==> src/rtl/multicycle_control.sv <==
// Multi-cycle RV64 sequencer: Moore FSM that drives the shared ALU / unified memory
// datapath, stalls on mem_ready, halts on illegal opcodes and counts retired instructions.
module multicycle_control #(
    parameter int CNT_W = 32
) (
    input  logic             clk,
    input  logic             rst,
    input  logic [6:0]       opcode,
    input  logic             mem_ready,
    output logic             PCWrite,
    output logic             PCWriteCond,
    output logic             PCSource,
    output logic             IorD,
    output logic             MemRead,
    output logic             MemWrite,
    output logic             IRWrite,
    output logic             MemtoReg,
    output logic             RegWrite,
    output logic             ALUSrcA,
    output logic [1:0]       ALUSrcB,
    output logic [1:0]       ALUOp,
    output logic [3:0]       state,
    output logic             halted,
    output logic [CNT_W-1:0] retired
);

    typedef enum logic [3:0] {
        S_FETCH     = 4'd0,
        S_DECODE    = 4'd1,
        S_MEM_ADDR  = 4'd2,
        S_MEM_READ  = 4'd3,
        S_MEM_WB    = 4'd4,
        S_MEM_WRITE = 4'd5,
        S_EXECUTE   = 4'd6,
        S_ALU_WB    = 4'd7,
        S_BRANCH    = 4'd8,
        S_HALT      = 4'd9
    } state_t;

    localparam logic [6:0] OP_LD    = 7'b0000011;
    localparam logic [6:0] OP_SD    = 7'b0100011;
    localparam logic [6:0] OP_RTYPE = 7'b0110011;
    localparam logic [6:0] OP_ITYPE = 7'b0010011;
    localparam logic [6:0] OP_BEQ   = 7'b1100011;

    localparam logic [1:0] SRCB_REG   = 2'b00;
    localparam logic [1:0] SRCB_FOUR  = 2'b01;
    localparam logic [1:0] SRCB_IMM   = 2'b10;
    localparam logic [1:0] SRCB_IMMSH = 2'b11;

    localparam logic [1:0] ALU_ADD   = 2'b00;
    localparam logic [1:0] ALU_SUB   = 2'b01;
    localparam logic [1:0] ALU_FUNCT = 2'b10;

    state_t cur, nxt;
    logic   retire;

    always_comb begin
        nxt = S_HALT;
        case (cur)
            S_FETCH:     nxt = mem_ready ? S_DECODE : S_FETCH;
            S_DECODE: begin
                case (opcode)
                    OP_LD, OP_SD:       nxt = S_MEM_ADDR;
                    OP_RTYPE, OP_ITYPE: nxt = S_EXECUTE;
                    OP_BEQ:             nxt = S_BRANCH;
                    default:            nxt = S_HALT;
                endcase
            end
            // The IR holds opcode, so only ld/sd can reach here; anything else is treated as illegal.
            S_MEM_ADDR: begin
                if (opcode == OP_LD)      nxt = S_MEM_READ;
                else if (opcode == OP_SD) nxt = S_MEM_WRITE;
                else                      nxt = S_HALT;
            end
            S_MEM_READ:  nxt = mem_ready ? S_MEM_WB : S_MEM_READ;
            S_MEM_WB:    nxt = S_FETCH;
            S_MEM_WRITE: nxt = mem_ready ? S_FETCH : S_MEM_WRITE;
            S_EXECUTE:   nxt = S_ALU_WB;
            S_ALU_WB:    nxt = S_FETCH;
            S_BRANCH:    nxt = S_FETCH;
            default:     nxt = S_HALT;
        endcase
    end

    // Only completing states ever lead back into FETCH, and FETCH->FETCH is a stall.
    assign retire = (nxt == S_FETCH) && (cur != S_FETCH);

    always_ff @(posedge clk) begin
        if (rst) begin
            cur     <= S_FETCH;
            retired <= '0;
        end else begin
            cur <= nxt;
            if (retire)
                retired <= retired + CNT_W'(1);
        end
    end

    always_comb begin
        PCWrite     = 1'b0;
        PCWriteCond = 1'b0;
        PCSource    = 1'b0;
        IorD        = 1'b0;
        MemRead     = 1'b0;
        MemWrite    = 1'b0;
        IRWrite     = 1'b0;
        MemtoReg    = 1'b0;
        RegWrite    = 1'b0;
        ALUSrcA     = 1'b0;
        ALUSrcB     = SRCB_REG;
        ALUOp       = ALU_ADD;
        case (cur)
            S_FETCH: begin
                MemRead = 1'b1;
                ALUSrcB = SRCB_FOUR;
                IRWrite = mem_ready;
                PCWrite = mem_ready;
            end
            S_DECODE: begin
                ALUSrcB = SRCB_IMMSH;
            end
            S_MEM_ADDR: begin
                ALUSrcA = 1'b1;
                ALUSrcB = SRCB_IMM;
            end
            S_MEM_READ: begin
                MemRead = 1'b1;
                IorD    = 1'b1;
            end
            S_MEM_WB: begin
                RegWrite = 1'b1;
                MemtoReg = 1'b1;
            end
            S_MEM_WRITE: begin
                MemWrite = 1'b1;
                IorD     = 1'b1;
            end
            S_EXECUTE: begin
                ALUSrcA = 1'b1;
                ALUOp   = ALU_FUNCT;
                ALUSrcB = (opcode == OP_ITYPE) ? SRCB_IMM : SRCB_REG;
            end
            S_ALU_WB: begin
                RegWrite = 1'b1;
            end
            S_BRANCH: begin
                ALUSrcA     = 1'b1;
                ALUOp       = ALU_SUB;
                PCWriteCond = 1'b1;
                PCSource    = 1'b1;
            end
            default: ;
        endcase
        // A reset cycle must not commit architectural state, even from a stalled memory state.
        if (rst) begin
            PCWrite     = 1'b0;
            PCWriteCond = 1'b0;
            IRWrite     = 1'b0;
            RegWrite    = 1'b0;
            MemWrite    = 1'b0;
        end
    end

    assign state  = cur;
    assign halted = (cur == S_HALT);

endmodule

==> config.mk <==
export PLATFORM = sky130hd
export DESIGN_NAME = multicycle_control
export DESIGN_NICKNAME = d
export VERILOG_FILES = /design/src/rtl/multicycle_control.sv
export SDC_FILE = /design/constraint.sdc
export NUM_CORES = 1
export LEC_CHECK = 0
export BUFFER_PORTS_ARGS = -buffer_cell sky130_fd_sc_hd__buf_2
export CORE_MARGIN = 2
export CORE_UTILIZATION = 40
export CTS_CLUSTER_SIZE = 20
export DETAILED_ROUTE_END_ITERATION = 10
export PLACE_DENSITY_LB_ADDON = 0.12
export RECOVER_POWER = 100
export SYNTH_ARGS = -nofsm -noshare
export SYNTH_HDL_FRONTEND = slang
export SYNTH_SLANG_ARGS = --single-unit
==> constraint.sdc <==
create_clock -name clk -period 2.85 [get_ports clk]
set_clock_uncertainty 0.15 [all_clocks]
set_input_delay 0 -clock clk [delete_from_list [all_inputs] [get_ports clk]]
set_output_delay 0 -clock clk [all_outputs]
set_load 0.02 [all_outputs]
==> summary.txt, run 1 <==
Outcome
  • Status: finished clean

CTS
  • Clock sink total: 36
  • Root Driver: clkbuf_8
  • TritonCTS clock tree: done
  • Setup repair bufs after CTS: 0
  • H-Tree Depth: 2
  • Clock Tree Buf Depth: 2
  • Total CTS buffers: 5
  • Clock Latency Late Sink: just under 0.3 ns
  • Reg clk slew, reported paths: 0.07 ns

Power and ir drop
  • Max VDD drop: approximately 0.2 mV
  • P per Cell Area: between 400 and 500 mW/mm^2
  • Leak: 0.8586 nW

Layout
  • Area Growth Syn to Fin: 24.53%
  • FF/Latch Area: 723.2 um^2
  • Multi-input gate area: approximately 0.0013 mm^2
  • Layout Nets: 351
  • Antenna diodes: 0
  • Share of cells above drive strength 1: between 10% and 20%
  • Final-layout fill cell count: about 550

Routing
  • Vias/cell: around 5.6
  • Routed vias: around 2300
  • Initial DRC Count: 145
  • Initial DRT Pass Iterations: 7
  • WL/cell: approximately 14 um
  • # DRC: 0
  • Final wirelength: ~5.8 mm
  • Routed Antenna Nets: 0

Setup path
  • Crit path DAT: between 2 and 3 ns
  • Required time of the critical path: 2.91 ns
  • Crit end category: flip-flop
  • Crit Path Class: flip-flop to flip-flop
  • CP Launch Type: flip-flop
  • Crit Path Max Fanout: 12

Timing
  • Final hold vios: 0
  • Max-slew violations: 0
  • Tmin final: 2.690 ns
  • Setup WS post-layout: about 0.16 ns
  • Final worst-path cycle share: 94.38%
  • Setup TNS: 0 ns
  • Fmax: 371.8 MHz
  • Unrepaired setup endpoints after global routing: no
  • Rel. slew slack: between 40% and 50%
  • Slew of the pin with the lowest slew margin: approximately 0.77 ns
  • Final setup viols: 0

Floorplan
  • Starting Density: 41.35%
  • Die Area: a little under 0.006 mm^2
  • Die Ht: 76.67 um
  • Number of I/O pins: 61
  • Total core area: 0.005107 mm^2
  • Die Wd: ~77 um
  • Row cnt: 26

GRT
  • GRT overflow: 0
  • First-pass GRT wire length: 9.591 mm
  • Largest net degree at the start of global routing: 42
  • Initial antenna violation count: 0
  • Global-route usage over all layers: 19.60%
  • Vias in the first global route: just over 2000

Logic synthesis
  • Syn avg cell area: 7.822 um^2
  • YS warnings: 0
  • Top cell type's share of synthesized area: roughly 34%
  • Top cells by area, synth: dfxtp_1, a21oi_1, o21ai_0
  • Number of synthesized flops with an enable pin: 0
  • Cells after Synth: 270
  • Mapped Nets: 281
  • #FFs+latches synth: 36
  • Synth Flop Type: dfxtp_1
  • Library cells used by synthesis: between 40 and 50
  • Post-Syn Area: between 0.002 and 0.0025 mm^2
  • Async SR Flop Fraction: 0%
  • Synth area leader: dfxtp_1
  • Post-synthesis sequential area ratio: between 30% and 40%

Hold path
  • HP Class: input pin to flip-flop

Placed design
  • IO Port Bufs: 60
  • Routability cong.: between 0.7 and 0.8
  • Post-DP HPWL: roughly 4 mm
  • Pre-CTS setup slack: between 0.1 and 0.15 ns

Run
  • Max Cap Viol: 0
logic make-up after synthesis:
kind of cell | count (synthesis) | synth area share [%]
AOI/OAI and AO/OA | 67 | 19.02
and+or+nand+nor | 132 | 36.67
adders and majority gates | 1 | 0.5923
xor gates and xnor gates | 7 | 2.903
buffers and inverters | 23 | 4.680
DFF | 36 | 34.12
muxes | 4 | 2.014
cell type report:
| class | instances | share of cell area (%) |
|---|---|---|
| multi-input combinational | 212 | 50.10 |
| sequential | 36 | 27.50 |
| timing repair buffer | 80 | 14.94 |
| clock buffer | 8 | 3.425 |
| tap | 70 | 3.330 |
| inverter | 5 | 0.7136 |
placed cells by master (no fill, tap or decap), types with 2 or more instances in the layout:
cell	count
o31ai_1	6
nand2b_1	6
or3_1	15
clkbuf_1	48
a21oi_1	27
nand4b_1	2
a31o_2	2
nand2_1	10
mux2i_1	2
nand3_1	15
nor3b_1	3
nor2b_1	8
nor3_1	12
and4_1	5
dfxtp_1	34
and3_1	4
o21ai_0	20
xnor2_1	7
dfxtp_2	2
nor4_1	6
buf_4	16
clkbuf_8	6
or4_1	6
and2_1	4
nor2_1	18
a31oi_1	3
nand3b_1	2
dlygate4sd3_1	2
buf_2	16
or2_2	2
nand4_1	8
inv_1	5
mux2_2	2
metal layers:
layer | GRT usage, % | vias to the layer above | wire [um]
met5 | 0 | - | 0
met4 | 7.455 | 0 | 109
met3 | 3.882 | 11 | 319
met2 | 29.74 | 59 | 2603
met1 | 27.40 | 1080 | 2776
li1 | - | 1161 | -
power breakdown:
part	internal, mW	switching (mW)	total [mW]
Sequential	0.509	0.00920	0.518
Combinational	0.0660	0.124	0.190
Clock	0.197	0.182	0.380
state kept, by name, indices dropped and copies added (netlist names):
name	flops
retired	32
state	4
synthesized netlist by cell type, types with 2 or more instances:
library cell	n
nand2b_1	6
or3_1	15
a21oi_1	27
nand4b_1	2
nand4_1	8
nand3b_1	2
or2_2	2
nor2_1	18
nand3_1	15
mux2_2	2
nor2b_1	8
nor4_1	6
mux2i_1	2
clkbuf_1	11
and3_1	4
and4_1	5
o31ai_1	6
or4_1	6
o21ai_0	20
buf_4	2
buf_2	4
a31o_2	2
xnor2_1	7
a31oi_1	3
nor3b_1	3
and2_1	4
o41ai_1	2
nand2_1	10
dfxtp_1	36
nor3_1	12
inv_1	5
through the flow:
step	hold slack, ns	util [%]	total power [mW]	instances	area, um^2
final	0.0007541	51.49	1.087	411	2630
after global routing	0.03986	51.49	1.134	411	2630
after CTS	0.0008858	52.18	1.090	410	2665
after detailed placement	0.2584	50.02	0.7092	400	2555
after global placement	0.2564	50.02	0.7075	400	2555
after floorplan	0.008266	-	0.6495	270	2112
critical path, cell delays in order (launching register included):
cell      delay, ns
dfxtp_1        0.45
o21ai_0        0.16
a222oi_1       0.44
o311ai_4       0.27
or3_4          0.45
buf_4          0.20
or3_1          0.34
a21oi_1        0.14
worst paths after layout:
check	endpoint	start	slack [ns]	depth (start not counted)
worst max register to register	retired[9]	state[0]	0.16	7
worst max-delay path	retired[9]	state[0]	0.16	7
worst min-delay path	state[1]	opcode[5]	0.0008	4
worst min register to register	retired[25]	retired[25]	0.35	2
repair_timing:
action	4_1_cts	5_1_grt
endpoints found under the setup margin	0	13
hold buffers	2	0
endpoints found under the hold margin	1	0
resized for setup	0	4
Note: power is estimated with default switching activity, not from simulation.
==> inputs of run 2 (changes only) <==
- GPL_TIMING_DRIVEN: not set -> 0
==> run 2 against run 1 <==
Against the previous run: sequential share of layout area shrank 0.62 points; cell area grew 2.9%; power grew 0.99%; wire length grew 3.2%; sequential power is essentially flat; worst setup slack lost 0.080 ns; flip-flop and latch count is the same; utilization grew 1.5 points; clock power shrank 1%; global-route usage grew 0.53 points; critical path depth grew 1.
==> summary.txt, run 2 (synthesis results as in run 1) <==
Layout
  • Antenna diodes: 0 (unchanged)
  • Most common cell after layout, fill and taps aside: clkbuf_1
  • Max reg flops: 32 (unchanged)
  • Final core occ: 52.96% (+1.5 points)
  • Layout Nets: 356 (+1.4%)
  • Reg with most FFs: retired
  • Area Growth Syn to Fin: 28.08%
  • Final non-filler cell area: 0.002705 mm^2 (+2.9%)
  • Most frequent cells in the layout: clkbuf_1, dfxtp_1, a21oi_1, o21ai_0, nor2_1
  • Share of cells above drive strength 1: 14.16% (-1.4 points)

Setup path
  • CP max stage cell: or4_1
  • Worst path cell trace: buf_8, nor2_2, a222oi_1, o311ai_4, or3_4, clkbuf_4, or4_1, a21oi_2
  • Crit end category: flip-flop
  • CP Launch Point: state[2]
  • R2R depth: 8 (+1)
  • Crit Path Class: flip-flop to flip-flop
  • R2R Path Start: state[2]
  • Crit Path Max Fanout: 10 (-2)
  • Required time of the critical path: 2.92 ns (about the same)
  • Worst Setup EP: retired[13]
  • Worst path max stage delay: 0.55 ns (+0.10 ns)
  • CP Launch Type: flip-flop
  • Critical R2R Capture: retired[13]
  • Crit path DAT: 2.84 ns (+0.09 ns)
  • R2r setup slk: 0.08 ns (-0.08 ns)

Timing
  • Slew of the pin with the lowest slew margin: 0.5320 ns (-0.2357 ns)
  • Fmax: 361.1 MHz (-2.9%)
  • Final hold vios: 0 (unchanged)
  • Final worst-path cycle share: 97.17% (+2.8 points)
  • Final setup viols: 0 (unchanged)
  • Tmin final: 2.769 ns (+0.07967 ns)
  • Max-slew violations: 0 (unchanged)
  • Rel. slew slack: 64.54% (+16 points)

Routing
  • Routed Antenna Nets: 0 (unchanged)
  • Initial DRC Count: 148 (+2.1%)
  • Routed vias: 2311 (unchanged)
  • Final wirelength: 5.996 mm (+3.2%)
  • WL/cell: 14.41 um (+2.0%)
  • # DRC: 0 (unchanged)
  • Initial DRT Pass Iterations: 4 (-3)
  • Vias/cell: 5.555 (-1.2%)

Run
  • Max Cap Viol: 0 (unchanged)

CTS
  • Root Driver: clkbuf_8
  • H-Tree Depth: 2 (unchanged)
  • Clock sink total: 36 (unchanged)
  • TritonCTS clock tree: done
  • Clock Tree Buf Depth: 2 (unchanged)
  • Reg clk slew, reported paths: 0.07 ns (about the same)
  • Total CTS buffers: 5 (unchanged)
  • Clock Latency Late Sink: 0.29 ns (about the same)

Outcome
  • Status: finished clean

GRT
  • Vias in the first global route: 2048 (+1.5%)
  • First-pass GRT wire length: 9.756 mm (+1.7%)
  • Largest net degree at the start of global routing: 11 (-74%)
  • Initial antenna violation count: 0 (unchanged)
  • GRT overflow: 0 (unchanged)
  • Global-route usage over all layers: 20.13% (+0.53 points)

Floorplan
  • Die Area: 0.005878 mm^2 (unchanged)
  • Total core area: 0.005107 mm^2 (unchanged)
  • Number of I/O pins: 61 (unchanged)
  • Die Ht: 76.67 um (unchanged)
  • Starting Density: 41.35% (unchanged)
  • Row cnt: 26 (unchanged)
  • Die Wd: 76.67 um (unchanged)

Power and ir drop
  • Leak: 0.8419 nW (-1.9%)
  • Max VDD drop: 0.2920 mV (+47%)
  • P per Cell Area: 405.8 mW/mm^2 (-1.8%)
  • Final Power: 1.098 mW (+0.99%)

Placed design
  • Post-DP HPWL: 4.162 mm (+3.4%)
  • Routability cong.: 0.8631 (+13%)
  • IO Port Bufs: 60 (unchanged)
  • Dpl cell area: 0.002500 mm^2 (-2.2%)

Hold path
  • HP Class: input pin to flip-flop
run 2: cell types whose count changed in the layout (fill, tap and decap cells not counted), moves of 2 or more:
cell,change
buf_2,-3
buf_4,-12
clkbuf_1,+16
dlygate4sd3_1,+2
run 2: power breakdown:
group / switching [mW] / leakage (nW) / internal (mW) / total [mW]
sequential: 0.00726 / 0.292 / 0.508 / 0.515
clock: 0.179 / 0.0455 / 0.197 / 0.376
combinational: 0.135 / 0.505 / 0.0712 / 0.206
total: 0.321 / 0.842 / 0.777 / 1.10
run 2: final cells by class:
class                   instances  area, um^2
fillers                       544        2402
well taps                      70       87.58
plain buffers                  16       88.84
multi-input cells             211        1380
flip-flops and latches         36       726.9
repair buffers                 70       312.8
clock buffers                   8       90.09
inverters                       5       18.77
run 2: per-stage QoR:
stage	hold slack, ns	setup slack [ns]	TNS, ns	instances
after floorplan	0.008266	0.1165	0	270
after detailed placement	0.2360	-0.3529	-1.757	400
after CTS	0.0006394	0.02275	0	414
final	0.02121	0.08053	0	416
after global placement	0.2213	-0.3956	-1.636	400
after global routing	0.04422	-0.005071	-0.005071	416
run 2: per-layer routing:
metal | share of wire (%) | wire length, um | GRT usage, % | up-vias
li1 | - | - | - | 1168
met5 | 0 | 0 | 0 | -
met1 | 48 | 2901 | 26.32 | 1077
met3 | 4.6 | 273 | 4.706 | 4
met2 | 47 | 2809 | 33.68 | 62
met4 | 0.20 | 12 | 4.545 | 0
run 2: timing repair:
action                     CTS  global route
gates resized for setup      6            21
pin swaps                    2             4
hold endpoints to repair     2             0
setup endpoints to repair   18            25
buffers inserted             3             3
hold buffers                 4             0
run 2: how the worst min path moves through the flow:
stage                     startpoint           to  cells past startpoint
after floorplan            mem_ready      IRWrite                      2
after global placement           rst  retired[23]                      3
after detailed placement         rst  retired[23]                      3
after CTS                  opcode[6]     state[3]                      3
after global routing       opcode[5]     state[1]                      4
final                      opcode[5]     state[1]                      4
run 2: critical path, delay by kind of cell, from the launching register on:
kind | cells | cell delay, ns
flip-flops | 1 | 0.39
buffers and inverters | 2 | 0.33
AND/OR/NAND/NOR | 3 | 1.04
AO/OA/AOI/OAI | 3 | 0.79
==> inputs of run 3 (changes only) <==
- BUFFER_PORTS_ARGS: -buffer_cell sky130_fd_sc_hd__buf_2 -> -buffer_cell sky130_fd_sc_hd__buf_4
==> run 3 against run 2 <==
Against the previous run: worst setup slack worse by 0.026 ns; clock-buffer cell count unchanged; clock power increased by 1%; combinational power is 11% higher; power increased by 2.3%; via count up 1.1%; flip-flop and latch count is the same; sequential power barely moved; cell count is 0.72% higher; wire length increased by 3.4%; die area stayed put.
==> summary.txt, run 3 (synthesis results as in run 1) <==
Power and ir drop
  • Leak: 1.020 nW (+21%)
  • P per Cell Area: 390.3 mW/mm^2 (-3.8%)
  • Max VDD drop: 0.2796 mV (-4.2%)
  • Final Power: 1.123 mW (+2.3%)

Layout
  • Area Growth Syn to Fin: 36.20%
  • Layout Nets: 359 (+0.84%)
  • Reg with most FFs: retired
  • Most common cell after layout, fill and taps aside: buf_4
  • Share of cells above drive strength 1: 23.50% (+9.3 points)
  • Final core occ: 56.32% (+3.4 points)
  • Most frequent cells in the layout: buf_4, dfxtp_1, clkbuf_1, a21oi_1, o21ai_0
  • Antenna diodes: 0 (unchanged)
  • Max reg flops: 32 (unchanged)

Hold path
  • Min-delay src: opcode[4]
  • Cell count of the worst hold path: 4 (unchanged)
  • Worst Hold Path EP: state[3]
  • HP Class: input pin to flip-flop

CTS
  • H-Tree Depth: 2 (unchanged)
  • TritonCTS clock tree: done
  • Reg clk slew, reported paths: 0.07 ns (about the same)
  • Clock Tree Buf Depth: 2 (unchanged)
  • Root Driver: clkbuf_8
  • Total CTS buffers: 5 (unchanged)
  • Clock Latency Late Sink: 0.29 ns (about the same)
  • Clock sink total: 36 (unchanged)

GRT
  • First-pass GRT wire length: 10.14 mm (+4.0%)
  • Vias in the first global route: 2112 (+3.1%)
  • Largest net degree at the start of global routing: 11 (unchanged)
  • Initial antenna violation count: 0 (unchanged)
  • Global-route usage over all layers: 21.52% (+1.4 points)
  • GRT overflow: 0 (unchanged)

Routing
  • Vias/cell: 5.575 (+0.36%)
  • # DRC: 0 (unchanged)
  • Final wirelength: 6.197 mm (+3.4%)
  • WL/cell: 14.79 um (+2.6%)
  • Initial DRT Pass Iterations: 4 (unchanged)
  • Routed vias: 2336 (+1.1%)
  • Routed Antenna Nets: 0 (unchanged)
  • Initial DRC Count: 128 (-14%)

Floorplan
  • Die Area: 0.005878 mm^2 (unchanged)
  • Die Wd: 76.67 um (unchanged)
  • Number of I/O pins: 61 (unchanged)
  • Row cnt: 26 (unchanged)
  • Die Ht: 76.67 um (unchanged)
  • Starting Density: 41.35% (unchanged)
  • Total core area: 0.005107 mm^2 (unchanged)

Run
  • Max Cap Viol: 0 (unchanged)

Timing
  • Final setup viols: 0 (unchanged)
  • Rel. slew slack: 64.38% (-0.16 points)
  • Tmin final: 2.796 ns (+0.02638 ns)
  • Unrepaired setup endpoints after global routing: yes
  • Fmax: 357.7 MHz (-0.94%)
  • Slew of the pin with the lowest slew margin: 0.5343 ns (+0.002324 ns)
  • Max-slew violations: 0 (unchanged)
  • Final worst-path cycle share: 98.10% (+0.93 points)
  • Final hold vios: 0 (unchanged)

Setup path
  • CP max stage cell: or4_1
  • Worst path max stage delay: 0.51 ns (-0.04 ns)
  • Crit end category: flip-flop
  • Worst path cell trace: buf_4, nor2_2, a222oi_1, o311ai_4, or3_4, buf_2, or4_1, a21oi_1
  • R2r setup slk: 0.05 ns (-0.03 ns)
  • Crit Path Class: flip-flop to flip-flop
  • Required time of the critical path: 2.92 ns (about the same)
  • Critical R2R Capture: retired[13]
  • Crit path DAT: 2.87 ns (+0.03 ns)
  • CP Launch Type: flip-flop
  • R2R depth: 8 (unchanged)
  • R2R Path Start: state[2]
  • Crit Path Max Fanout: 10 (unchanged)

Outcome
  • Status: finished clean

Placed design
  • Post-DP HPWL: 4.263 mm (+2.4%)
  • IO Port Bufs: 60 (unchanged)
  • Routability cong.: 0.8682 (+0.59%)
-- run 3: worst max path at each step --
stage / cells past startpoint / startpoint / end / slack (ns)
2_1_floorplan: 8 / state[2] / retired[21] / 0.12
3_3_place_gp: 8 / state[1] / retired[23] / -0.39
3_5_place_dp: 8 / state[1] / retired[23] / -0.43
4_1_cts: 7 / state[1] / retired[13] / -0.007
5_1_grt: 7 / state[1] / retired[21] / -0.002
6_report: 8 / state[2] / retired[13] / 0.05
-- run 3: final cells by class --
| cell class | count | area, um^2 |
|---|---|---|
| Timing Repair Buffer | 72 | 489.2 |
| Inverter | 5 | 18.77 |
| Sequential cell | 36 | 724.4 |
| Buffer | 17 | 85.08 |
| Clock buffer | 8 | 90.09 |
| Multi-Input combinational cell | 211 | 1381 |
| Tap cell | 70 | 87.58 |
| Fill cell | 531 | 2231 |
-- run 3: where the power goes --
group,switching (mW),internal [mW],total (mW)
Sequential,0.00666,0.508,0.514
Clock,0.184,0.197,0.381
Combinational,0.139,0.0887,0.228
Total,0.329,0.794,1.12
-- run 3: critical path: cells and delay by family (launching register included) --
kind | cells | cell delay (ns)
compound gates | 3 | 0.80
buf+inv | 2 | 0.38
flops | 1 | 0.40
simple gates | 3 | 1.00
-- run 3: per-layer routing --
layer  track usage, %  up-vias  wire, um
li1                 -     1171         -
met5                0        -         0
met2            33.86       69      2847
met3            4.235       14       365
met1            28.51     1082      2828
met4            9.636        0       155
-- run 3: what timing repair did --
item / 4_1_cts / 5_1_grt
cloned: 0 / 0
hold buffers: 8 / 0
resized for setup: 6 / 20
pin swaps: 2 / 3
hold endpoints to repair: 4 / 0
buffers inserted: 2 / 2
setup endpoints to repair: 15 / 25
-- run 3: through the flow --
stage / setup slack, ns / cells / area [um^2] / hold slack, ns / setup TNS, ns
CTS: -0.006569 / 417 / 2872 / 0.04122 / -0.006569
detailed placement: -0.4337 / 400 / 2650 / 0.2286 / -1.876
floorplan: 0.1165 / 270 / 2112 / 0.008266 / 0
finish: 0.05415 / 419 / 2877 / 0.05659 / 0
global route: -0.001682 / 419 / 2877 / 0.1089 / -0.001682
global placement: -0.3909 / 400 / 2650 / 0.2187 / -1.688
